File: src/rtl/store_unit.sv
// Store execution unit: turns one decoded store into a word-aligned, byte-strobed memory write.
// Optional macro STORE_MISALIGN_TRAP_EN: misaligned sh/sw fault (cause 2) instead of force-aligning.

package instr_type;
  typedef enum logic [1:0] {
    sk_sb      = 2'd0,
    sk_sh      = 2'd1,
    sk_sw      = 2'd2,
    sk_invalid = 2'd3
  } store_kind_t;
endpackage

module store_unit
  import instr_type::*;
#(
  parameter int ADDR_WIDTH  = 32,
  parameter int ACK_TIMEOUT = 16
) (
  input  logic                  clk,
  input  logic                  rst,
  input  logic                  req_valid,
  output logic                  req_ready,
  input  store_kind_t           req_kind,
  input  logic [ADDR_WIDTH-1:0] req_addr,
  input  logic [31:0]           req_data,
  output logic                  mem_we,
  output logic [ADDR_WIDTH-1:0] mem_addr,
  output logic [31:0]           mem_wdata,
  output logic [3:0]            mem_wstrb,
  input  logic                  mem_ack,
  output logic                  done,
  output logic                  fault,
  output logic [1:0]            fault_cause
);

  localparam int CNT_W = $clog2(ACK_TIMEOUT + 1);

  typedef enum logic [1:0] {
    IDLE = 2'd0,
    WAIT = 2'd1,
    RESP = 2'd2
  } state_t;

  state_t                  state_reg, state_next;
  logic [CNT_W-1:0]        cnt_reg, cnt_next;
  logic                    we_next;
  logic [ADDR_WIDTH-1:0]   addr_next;
  logic [31:0]             wdata_next;
  logic [3:0]              wstrb_next;
  logic                    done_next;
  logic                    fault_next;
  logic [1:0]              cause_next;
  logic                    misalign;
  logic [3:0]              sb_strb;
  logic [3:0]              sh_strb;

  assign req_ready = rst && (state_reg == IDLE);

  assign sb_strb = 4'b0001 << req_addr[1:0];
  assign sh_strb = 4'b0011 << {req_addr[1], 1'b0};

`ifdef STORE_MISALIGN_TRAP_EN
  assign misalign = ((req_kind == sk_sh) && req_addr[0]) ||
                    ((req_kind == sk_sw) && (req_addr[1:0] != 2'b00));
`else
  assign misalign = 1'b0;
`endif

  always_ff @(posedge clk or negedge rst) begin
    if (!rst) begin
      state_reg   <= IDLE;
      cnt_reg     <= '0;
      mem_we      <= 1'b0;
      mem_addr    <= '0;
      mem_wdata   <= '0;
      mem_wstrb   <= '0;
      done        <= 1'b0;
      fault       <= 1'b0;
      fault_cause <= 2'd0;
    end else begin
      state_reg   <= state_next;
      cnt_reg     <= cnt_next;
      mem_we      <= we_next;
      mem_addr    <= addr_next;
      mem_wdata   <= wdata_next;
      mem_wstrb   <= wstrb_next;
      done        <= done_next;
      fault       <= fault_next;
      fault_cause <= cause_next;
    end
  end

  // done/fault/cause are registered on entry to RESP so they coincide with that state.
  always_comb begin
    state_next = state_reg;
    cnt_next   = cnt_reg;
    we_next    = mem_we;
    addr_next  = mem_addr;
    wdata_next = mem_wdata;
    wstrb_next = mem_wstrb;
    done_next  = 1'b0;
    fault_next = 1'b0;
    cause_next = 2'd0;

    case (state_reg)
      IDLE: begin
        if (req_valid && req_ready) begin
          if (req_kind == sk_invalid) begin
            state_next = RESP;
            done_next  = 1'b1;
            fault_next = 1'b1;
            cause_next = 2'd1;
          end else if (misalign) begin
            state_next = RESP;
            done_next  = 1'b1;
            fault_next = 1'b1;
            cause_next = 2'd2;
          end else begin
            state_next = WAIT;
            cnt_next   = '0;
            we_next    = 1'b1;
            addr_next  = {req_addr[ADDR_WIDTH-1:2], 2'b00};
            case (req_kind)
              sk_sb: begin
                wstrb_next = sb_strb;
                wdata_next = {4{req_data[7:0]}};
              end
              sk_sh: begin
                wstrb_next = sh_strb;
                wdata_next = {2{req_data[15:0]}};
              end
              default: begin
                wstrb_next = 4'b1111;
                wdata_next = req_data;
              end
            endcase
          end
        end
      end

      WAIT: begin
        // An ack in the final allowed cycle takes priority over the timeout.
        if (mem_ack) begin
          state_next = RESP;
          we_next    = 1'b0;
          done_next  = 1'b1;
        end else if (cnt_reg == CNT_W'(ACK_TIMEOUT - 1)) begin
          state_next = RESP;
          we_next    = 1'b0;
          done_next  = 1'b1;
          fault_next = 1'b1;
          cause_next = 2'd3;
        end else begin
          cnt_next = cnt_reg + CNT_W'(1);
        end
      end

      RESP: begin
        state_next = IDLE;
        cnt_next   = '0;
      end

      default: begin
        state_next = IDLE;
        cnt_next   = '0;
        we_next    = 1'b0;
      end
    endcase
  end

endmodule

File: config.mk
export PLATFORM = sky130hd
export DESIGN_NAME = store_unit
export DESIGN_NICKNAME = d
export VERILOG_FILES = /design/src/rtl/store_unit.sv
export SDC_FILE = /design/constraint.sdc
export NUM_CORES = 1
export LEC_CHECK = 0
export BUFFER_PORTS_ARGS = -buffer_cell sky130_fd_sc_hd__buf_2
export CAP_MARGIN = 20
export CORE_UTILIZATION = 48
export CTS_CLUSTER_DIAMETER = 30
export DETAILED_ROUTE_END_ITERATION = 10
export GPL_ROUTABILITY_DRIVEN = 0
export PLACE_DENSITY = 0.92
export SLEW_MARGIN = 20
export SYNTH_ARGS = -nofsm -noshare
export SYNTH_HDL_FRONTEND = slang
export SYNTH_SLANG_ARGS = --single-unit
File: constraint.sdc
create_clock -name clk -period 2.4 [get_ports clk]
set_input_delay 0.6 -clock clk [delete_from_list [all_inputs] [get_ports clk]]
set_output_delay 0.6 -clock clk [all_outputs]
set_load 0.02 [all_outputs]
==> results.md, run 1 <==
- The starting DRC count in detailed routing is 157.
- The share of total power dissipated in combinational logic is 0.319.
- After layout, the minimum clock period comes to 1.89 ns.
- The final global-route overflow total is 0.
- The setup check on the worst reg-to-reg path leaves a slack of 0.55 ns.
- The row count is 30.
- The hold slack is 0.0899 ns.
- The transition time at the pin with the least slew margin is 0.772 ns.
- Traced cell by cell, the critical path runs through buf_4 > buf_4 > and2_1 > buf_2.
- Dividing total power by cell area gives a power density of 999 nW/um2.
- The slowest stage of the critical path belongs to the cell buf_4.
- The synthesis warning total is 0.
- The number of register bits inferred by synthesis is 77.
- The DRC violation count after routing is 0.
- The data required time of the worst path is 1.80 ns.
- The arrival time of data at the critical path endpoint is 1.29 ns.
- Buffers inserted to repair hold after CTS numbered 0.
- The leading cell type in the layout, fill and taps excluded is buf_2.
- The leakage component of the power is 2.20 nW.
- Of the cells placed in the final design, the portion with a size suffix greater than 1 is 0.514.
- The kind of start point of the critical path is an input port.
- The initial core utilization is 0.503.
- The top cell types in the final layout, fill and taps aside, are buf_2, dfrtp_1, o21ai_0, mux2_2, mux2i_1.
- Dividing the final minimum period by the clock period gives 0.786.
- For this design, the sink count on the clock tree is 77.
- From synthesis to final layout, the design area changed by 28.7%.
- Dividing the detail-routed wire length by the instance count gives 16.1 um.
- The worst-case clock skew is 0.00495 ns.
- For the final routed database, the setup TNS stands at 0 ns.
- The global-route total usage across every layer is 0.235.
- The power dissipated by switching net loads is 1.50 mW.
- The clock network fraction of design power is 0.266.
- The die is 86.8 um wide.
- After detailed routing, the total wire length is 8320 um.
- The flip-flop count of the largest register after layout is 32.
- The number of nets in the final layout is 487.
- The flow ran to the end, and the final reports show no timing, DRC or antenna violations.
- The clock root buffer master is clkbuf_8.
- The detail route stage leaves a number of antenna-violating nets equal to 0.
- The type of the setup path with the least slack is input port to output port.
- After filler insertion, the fill cell instance count of the layout stands at 561.
- TritonCTS created 9 clock buffers.
- The I/O pin total is 144.
- VDD sags by at most 0.552 mV.
- The die is 86.8 um tall.
- The total non-filler cell area in the finished layout is 4450 um2.
- In this run the post-CTS setup repair buffer count came out at 0.
- The relative slew slack is 0.485.
- The first global-routing pass estimated 13,300 um of wire.
- The number of standard cells after synthesis is 272.
- The clock reaches the later pin of the worst-skew pair after 0.34 ns.
- The number of hold-slack violations in the final timing report is 0.
- The worst setup path is captured at an output port.
- The floorplan step defined a die boundary enclosing 7540 um2.
- The initial antenna violation count is 0.
- The family with the most delay on the worst path is buffers and inverters.
- CTS built an H-tree with a depth of 3.
- Once placement finished, the instance area stood at 4210 um2.
- The multi-input logic area is 1360 um2.
- The share of the Yosys chip area taken by registers is 0.558.
- The clock tree from TritonCTS is built.
- The via count of the first global-routing pass came to 2,719.
- The class of the most critical hold timing path is input port to asynchronous set/reset pin.
- The repair_antennas step left the layout with diodes totalling 0.
- Summing over every cut layer, the via total after detailed routing is 2,706.
- The critical path starts at rst.
- The number of distinct library cells after synthesis is 34.
- After synthesis the cells add up to 3450 um2.
- Across the run, the number of max-cap violations was 0.
- The number of gates given a new drive strength after cts is 0.
- The half-perimeter wire length after placement is 6200 um.
- The first TritonRoute pass finished after 4 iterations.
- Setup repair after global routing left no endpoint under its margin.
- The switching portion of total power is 0.337.
- The total count of max-transition violations in the final report came to 0.
- The relative contribution of sequential cells to total power is 0.415.
- Entering global routing, the biggest net connects 61 pins.
- Counting stages on the worst path, the most repeated cell is buf_4.
- The critical register-to-register path startpoint is cnt_reg[0].
- The number of cells on the worst reg-to-reg path is 7.
- The achievable clock frequency is 530 MHz.
- The sequential cells in the finished layout cover a total of 1930 um2.
- On the worst path, the slowest cell contributes a delay of 0.20 ns.
- In this run the worst path has a maximum fanout of 13.
- The average instance area after synthesis is 12.7 um2.
- Together, buffers and inverters on the worst path number 3.
- After clock tree synthesis, the clock-pin slew on the worst setup and hold paths is 0.08 ns.
- In this run the tool buffered the top-level ports with 141 buffer cells.
- In this run the deepest clock path goes through 2 buffers.
- The internal power is 2.94 mW.
- The detailed-route vias per instance is 5.24.
- The final-report setup violation count is 0.
- The worst register-to-register path ends at cnt_reg[3].
- The core region is 6870 um2.
[Yosys cell counts, drive strengths merged]
library cell   n  area share
mux2i         24       0.070
and3b          1      0.0025
nand4bb        1      0.0080
or2            2      0.0036
buf           15       0.038
nor2b          1      0.0018
nor2           5      0.0083
mux2          46        0.15
ha             2      0.0072
and2           3      0.0054
nand4          1      0.0018
o211ai         6       0.013
o32a           1      0.0029
nand2b         2      0.0058
o21ai         45       0.065
o21bai         2      0.0043
inv            7      0.0076
dfrtp         77        0.56
a2bb2oi        3      0.0076
nand2         14       0.015
clkbuf         4      0.0043
conb           1      0.0011
o31ai          1      0.0022
nand3          4      0.0058
nor4b          1      0.0025
a31oi          1      0.0018
nor3           1      0.0014
a21oi          1      0.0014
[logic make-up (layout without fill, tap and decap cells)]
family          after synthesis  after routing  synth area share
other cells                   1              2           0.00109
fa+ha+maj                     2              2           0.00724
flops                        77             77             0.558
mux                          70             70             0.223
buf+inv                      26            173            0.0503
simple gates                 36             36            0.0623
compound gates               60             60            0.0985
[power groups by stage]
stage / clock (mW) / combinational [mW] / sequential (mW)
finish: 1.18 / 1.42 / 1.84
global route: 1.25 / 1.52 / 1.89
detailed placement: 0 / 1.43 / 1.87
floorplan: 0 / 0.457 / 2.28
global placement: 0 / 1.38 / 1.85
CTS: 1.20 / 1.43 / 1.85
[final cells by class]
cell class                      instances  area share
Clock inverter                          4      0.0214
Timing Repair Buffer                  150       0.174
Tap cell                               96      0.0270
Inverter                                7     0.00591
Clock buffer                           12      0.0326
Sequential cell                        77       0.433
Multi-Input combinational cell        170       0.305
[worst max path at each step]
stage | end | depth (start not counted)
4_1_cts | req_ready | 4
5_1_grt | req_ready | 4
3_3_place_gp | mem_addr[14] | 5
2_1_floorplan | cnt_reg[3] | 7
6_report | req_ready | 4
3_5_place_dp | mem_addr[26] | 5
[per-stage QoR]
| step | worst slack [ns] | util | std cells | total power [mW] |
|---|---|---|---|---|
| after floorplan | 0.543 | - | 273 | 2.73 |
| after detailed placement | 0.398 | 0.612 | 500 | 3.30 |
| after CTS | 0.494 | 0.647 | 516 | 4.48 |
| after global routing | 0.430 | 0.647 | 516 | 4.66 |
| final | 0.513 | 0.647 | 516 | 4.44 |
| after global placement | 0.444 | 0.612 | 500 | 3.23 |
[metal layers]
layer,track usage,share of wire,vias up
met5,0,0,-
met4,0.103,0.019,0
met3,0.0552,0.072,14
met2,0.386,0.51,108
met1,0.297,0.40,1340
li1,-,-,1244
Power figures use the tool's default switching activity.
==> run 2: changes to the inputs <==
Settings changed: CORE_UTILIZATION 48 to 43, PLACE_DENSITY 0.92 to 0.88.
Clock period 2.4 ns to 1.7 ns, I/O delays scaled along.
==> results.md, run 2 (synthesized netlist as in run 1, its figures left out) <==
- The clock latency on the worst-skew pair is 0.34 ns (about the same).
- The worst reg-to-reg setup slack is 0.06 ns (-0.49 ns).
- The TritonCTS sink count is 77 (unchanged).
- The family with the most delay on the worst path is simple AND/OR/NAND/NOR gates.
- The number of cells on the worst reg-to-reg path was 4 (-3).
- The clock transition at the registers of the reported paths came to 0.08 ns (about the same).
- The number of hold-slack violations in the final timing report is 0 (unchanged).
- The die outline width is 91.6 um (+5.5%).
- The arrival time of data at the critical path endpoint is 1.87 ns (+0.58 ns).
- The clock tree from TritonCTS is built.
- The highest fanout seen on the critical path is 25 (+12).
- The total wire length is 8470 um (+1.7%).
- The power per cell area is 1390 nW/um2 (+39%).
- The area overhead of the layout relative to synthesis is 32.4%.
- In the layout the commonest cells are buf_2, dfrtp_1, o21ai_0, mux2_2, mux2i_1.
- The DRC violation count after routing is 0 (unchanged).
- The final antenna diode count is 0 (unchanged).
- The critical path is of the flop to flop type.
- The via count of the first global-routing pass is 2,754 (+1.3%).
- The half-perimeter wire length after placement is 6240 um (+0.65%).
- The total count of max-transition violations in the final report is 0 (unchanged).
- The total die area is 8400 um2 (+11%).
- In this run the worst setup path begins at state_reg[1].
- The min-delay analysis places its worst path in the category input port to asynchronous set/reset pin.
- The iteration count of the initial detailed-routing pass came to 4 (unchanged).
- The area of the placeable core is 7770 um2 (+13%).
- The number of cells in the design after placement came to 514 (+2.8%).
- The share of layout cells above drive strength 1 is 0.537 (+0.0229).
- The height of the die is 91.6 um (+5.5%).
- The wire length per cell is 15.9 um (-1.3%).
- The number of nets in the final layout is 497 (+2.1%).
- The worst register-to-register path begins at state_reg[1].
- The leakage component of the power came to 2.26 nW (+2.5%).
- The count of nets left with antenna violations after detail routing was 0 (unchanged).
- The number of CTS-inserted buffers is 9 (unchanged).
- The row count is 32 (+6.7%).
- The utilization after layout is 0.589 (-0.0586).
- Derived from the worst setup path, the maximum achievable clock frequency is 609 MHz.
- The flow ran to the end, and the final reports show no timing, DRC or antenna violations.
- The maximum level of the CTS H-tree is 3 (unchanged).
- The final-report setup violation count is 0 (unchanged).
- The final global-route overflow total is 0 (unchanged).
- The maximum count of clock buffers along a single path is 2 (unchanged).
- The post-cts hold buffer count was 0 (unchanged).
- The buffers plus inverters on the worst setup path is 1 (-2).
- The I/O pin total is 144 (unchanged).
- The count of vias placed by the detailed router is 2,692 (-0.52%).
- The worst-case clock skew was 0.00657 ns (+0.00161 ns).
- The slowest library cell on the worst path is dfrtp_1.
- The transition time at the pin with the least slew margin came to 0.607 ns (-0.165 ns).
- Setup repair after global routing left no endpoint under its margin.
- The global-route wire length before repair is 13,500 um (+1.6%).
- The detailed-route vias per instance is 5.06 (-3.5%).
- The global-route total usage across every layer is 0.208 (-0.0266).
- The number of maximum-capacitance violations was 0 (unchanged).
- The library cell used most frequently in the layout, excluding fill and tap cells, is buf_2.
- The final non-filler cell total came to 532 (+3.1%).
- The endpoint of the worst register-to-register path is mem_addr[5].
- The flip-flop count of the largest register after layout is 32 (unchanged).
- The starting DRC count in detailed routing is 139 (-11%).
- The initial core utilization is 0.445 (-0.0582).
- The data required time of the worst path came to 1.93 ns (+0.13 ns).
- The clock root buffer master is clkbuf_8.
- The post-route minimum period is 1.64 ns.
- The number of inserted filler cells in the final layout is 677 (+21%).
- The worst ir drop on vdd is 0.742 mV (+34%).
- STA classifies the critical path endpoint as a flop.
- STA classifies the critical path startpoint as a flop.
- The largest stage delay on the critical path is 0.45 ns (+0.25 ns).
- The relative slew slack is 0.595 (+0.110).
- The number of buffers inserted by port buffering is 141 (unchanged).
- Of the available clock period, the critical path in the final layout requires 0.966.
- The initial antenna violation count is 0 (unchanged).
- The critical path goes through nand4bb_4 > nor2_4 > buf_12 > mux2_2.
- The largest net degree at the start of global routing is 50 (-18%).
==> run 2: timing repair <==
action,4_1_cts,5_1_grt
endpoints found under the setup margin,2,22
buffers inserted,0,2
gates cloned,0,0
pin swaps,1,2
gates resized for setup,1,4
==> run 2: power breakdown <==
part | switching [mW] | total [mW] | internal (mW)
sequential | 0.260 | 2.59 | 2.33
combinational | 1.21 | 2.08 | 0.869
clock | 0.650 | 1.67 | 1.02
total | 2.12 | 6.34 | 4.21
==> run 2: worst reg2reg max path: cells and delay by family, from the launching register on <==
kind / cells / cell delay [ns]
and+or+nand+nor: 2 / 0.51
DFF: 1 / 0.45
muxes: 1 / 0.38
buffers and inverters: 1 / 0.19
==> run 2: area by class of cell <==
type / count / area [um2] / area share
Sequential cell: 77 / 1930 / 0.421
Timing Repair Buffer: 160 / 876 / 0.192
Tap cell: 102 / 128 / 0.0279
Clock inverter: 4 / 95.1 / 0.0208
Multi-Input combinational cell: 170 / 1380 / 0.301
Clock buffer: 12 / 145 / 0.0317
Inverter: 7 / 26.3 / 0.00575
==> run 2: per-layer routing <==
layer | track usage | share of wire | vias up
met5 | 0 | 0 | -
met4 | 0.0913 | 0.014 | 0
met3 | 0.0439 | 0.054 | 10
met2 | 0.336 | 0.50 | 95
met1 | 0.271 | 0.43 | 1315
li1 | - | - | 1272
==> run 2: worst max-delay path by stage <==
stage / slack (ns) / endpoint / depth (start not counted)
after CTS: 0.02 / cnt_reg[3] / 8
after floorplan: 0.05 / cnt_reg[3] / 7
after detailed placement: -0.02 / cnt_reg[3] / 7
final: 0.06 / mem_addr[5] / 4
after global placement: 0.05 / done / 7
after global routing: 0.005 / req_ready / 3
==> run 2: through the flow <==
stage | setup TNS, ns | total power, mW | hold WS (ns) | instance area (um2) | setup slack [ns]
finish | 0 | 6.34 | 0.127 | 4570 | 0.0576
global route | 0 | 6.65 | 0.149 | 4570 | 0.00489
CTS | 0 | 6.38 | 0.125 | 4550 | 0.0183
detailed placement | -0.0281 | 4.70 | 0.480 | 4310 | -0.0213
global placement | 0 | 4.62 | 0.483 | 4310 | 0.0476
floorplan | 0 | 3.86 | 0.129 | 3460 | 0.0463
==> run 3: changes to the inputs <==
Settings changed: CORE_UTILIZATION 43 to 45, CTS_BUF_LIST set to sky130_fd_sc_hd__clkbuf_4, PLACE_DENSITY 0.88 to 0.91.
==> results.md, run 3 (synthesized netlist as in run 1, its figures left out) <==
- The area overhead of the layout relative to synthesis is 32.2%.
- The power per cell area is 1290 nW/um2 (-7.2%).
- The leakage component of the power is 2.26 nW (+0.34%).
- The maximum level of the CTS H-tree is 3 (unchanged).
- The wire length per cell is 15.5 um (-2.3%).
- The initial antenna violation count is 1 (+1).
- The maximum count of clock buffers along a single path is 2 (unchanged).
- The final-report setup violation count is 0 (unchanged).
- The largest net degree at the start of global routing is 41 (-18%).
- The number of hold-slack violations in the final timing report is 0 (unchanged).
- The die outline width is 89.6 um (-2.2%).
- The total non-filler cell area in the finished layout was 4570 um2 (-0.16%).
- The global-route total usage across every layer is 0.213 (+0.00471).
- The total count of max-transition violations in the final report is 0 (unchanged).
- The total die area is 8030 um2 (-4.3%).
- The worst setup slack after layout is 0.0385 ns (-0.0192 ns).
- The height of the die is 89.6 um (-2.2%).
- The utilization after layout came to 0.623 (+0.0340).
- The arrival time of data at the critical path endpoint came to 1.95 ns (+0.08 ns).
- The post-route minimum period is 1.66 ns (+0.0192 ns).
- The DRC violation count after routing came to 0 (unchanged).
- The clock transition at the registers of the reported paths is 0.13 ns (+0.05 ns).
- The type of the setup path with the least slack is flop to flop.
- The detailed-route vias per instance was 5.13 (+1.4%).
- The area of the placeable core is 7330 um2 (-5.6%).
- The starting DRC count in detailed routing is 96 (-31%).
- The highest fanout seen on the critical path came to 29 (+16%).
- The count of nets left with antenna violations after detail routing is 0 (unchanged).
- The final non-filler cell total came to 535 (+0.56%).
- The total wire length was 8310 um (-1.8%).
- The number of maximum-capacitance violations is 0 (unchanged).
- The pre-CTS setup slack is -0.0197 ns (+0.00157 ns).
- The clock latency on the worst-skew pair is 0.41 ns (+0.07 ns).
- The final global-route overflow total is 0 (unchanged).
- The standard cell area after detailed placement is 4300 um2 (about the same).
- The flow ran to the end, and the final reports show no timing, DRC or antenna violations.
- The kind of start point of the critical path is a flop.
- The hold slack is 0.118 ns (-0.00891 ns).
- The power after layout is 5.87 mW (-7.3%).
- The number of buffers inserted by port buffering came to 141 (unchanged).
- Setup repair after global routing could not meet its margin everywhere.
- The initial core utilization is 0.471 (+0.0265).
- The count of vias placed by the detailed router is 2,745 (+2.0%).
- The post-route clock period utilization is 0.977 (+0.0113).
- The I/O pin total is 144 (unchanged).
- The global-route wire length before repair came to 12,600 um (-6.1%).
- The flip-flop count of the largest register after layout was 32 (unchanged).
- The TritonCTS sink count is 77 (unchanged).
- The number of cells in the design after placement is 513 (-0.19%).
- The achievable clock frequency came to 602 MHz (-1.2%).
- The worst-case clock skew is 0.0196 ns (+0.0131 ns).
- The post-cts hold buffer count is 0 (unchanged).
- The tree is rooted in a clkbuf_4.
- The row count is 31 (-3.1%).
- The worst ir drop on vdd is 0.735 mV (-1.1%).
- The number of nets in the final layout came to 504 (+1.4%).
- The total negative setup slack came to 0 ns (unchanged).
- The share of layout cells above drive strength 1 was 0.549 (+0.0122).
- The number of inserted filler cells in the final layout is 626 (-7.5%).
- The half-perimeter wire length after placement is 6280 um (+0.68%).
- The data required time of the worst path was 1.99 ns (+0.06 ns).
- TritonCTS built the clock tree.
- Leaving out fill and tap cells, the most frequent cell in the layout is buf_2.
- In the layout the commonest cells are buf_2, dfrtp_1, o21ai_0, mux2_2, mux2i_1.
- The tightest min-delay check is of the input port to asynchronous set/reset pin type.
- The number of CTS-inserted buffers is 9 (unchanged).
- The iteration count of the initial detailed-routing pass came to 4 (unchanged).
- The via count of the first global-routing pass came to 2,661 (-3.4%).
- STA classifies the critical path endpoint as a flop.
[run 3: worst max-delay path, cell delays in order, from the launching register on]
cell and delay [ns]:
dfrtp_1 0.41, buf_4 0.15, nand4bb_4 0.24, nor2_4 0.18
buf_12 0.20, mux2_2 0.36
[run 3: power breakdown]
part	switching, mW	total, mW	internal [mW]
Sequential	0.260	2.59	2.33
Clock	0.595	1.17	0.577
Combinational	1.22	2.11	0.894
Total	2.08	5.87	3.80
[run 3: path summary, 6_finish.rpt]
check / to / cells after the start / slack (ns) / start
hold / removal: mem_wdata[16] / 2 / 0.12 / rst
setup reg to reg: mem_addr[14] / 5 / 0.04 / state_reg[0]
max in group asynchronous: mem_wdata[15] / 2 / 1.23 / rst
hold reg to reg: mem_wstrb[0] / 1 / 0.50 / mem_wstrb[0]
setup / recovery: mem_addr[14] / 5 / 0.04 / state_reg[0]
min in group clk: mem_addr[4] / 2 / 0.24 / req_addr[4]
[run 3: cell type report]
class	count	area (um2)	share of cell area
well taps	99	124	0.0271
flip-flops and latches	77	1930	0.422
clock buffers	9	67.6	0.0148
inverters	7	26.3	0.00575
clock inverters	5	77.6	0.0170
repair buffers	167	951	0.208
diodes	1	2.50	0.000548
multi-input cells	170	1390	0.304
[run 3: routing by layer]
layer  up-vias  track usage  part of all wire
li1       1287            -                 -
met1      1350        0.273              0.42
met2        94        0.346              0.51
met3        14       0.0448             0.051
met4         0       0.0996             0.019
met5         -            0                 0
[run 3: what timing repair did]
action,CTS,global route
setup endpoints to repair,4,33
pin swaps,0,3
resized for setup,3,8
setup buffers,2,5
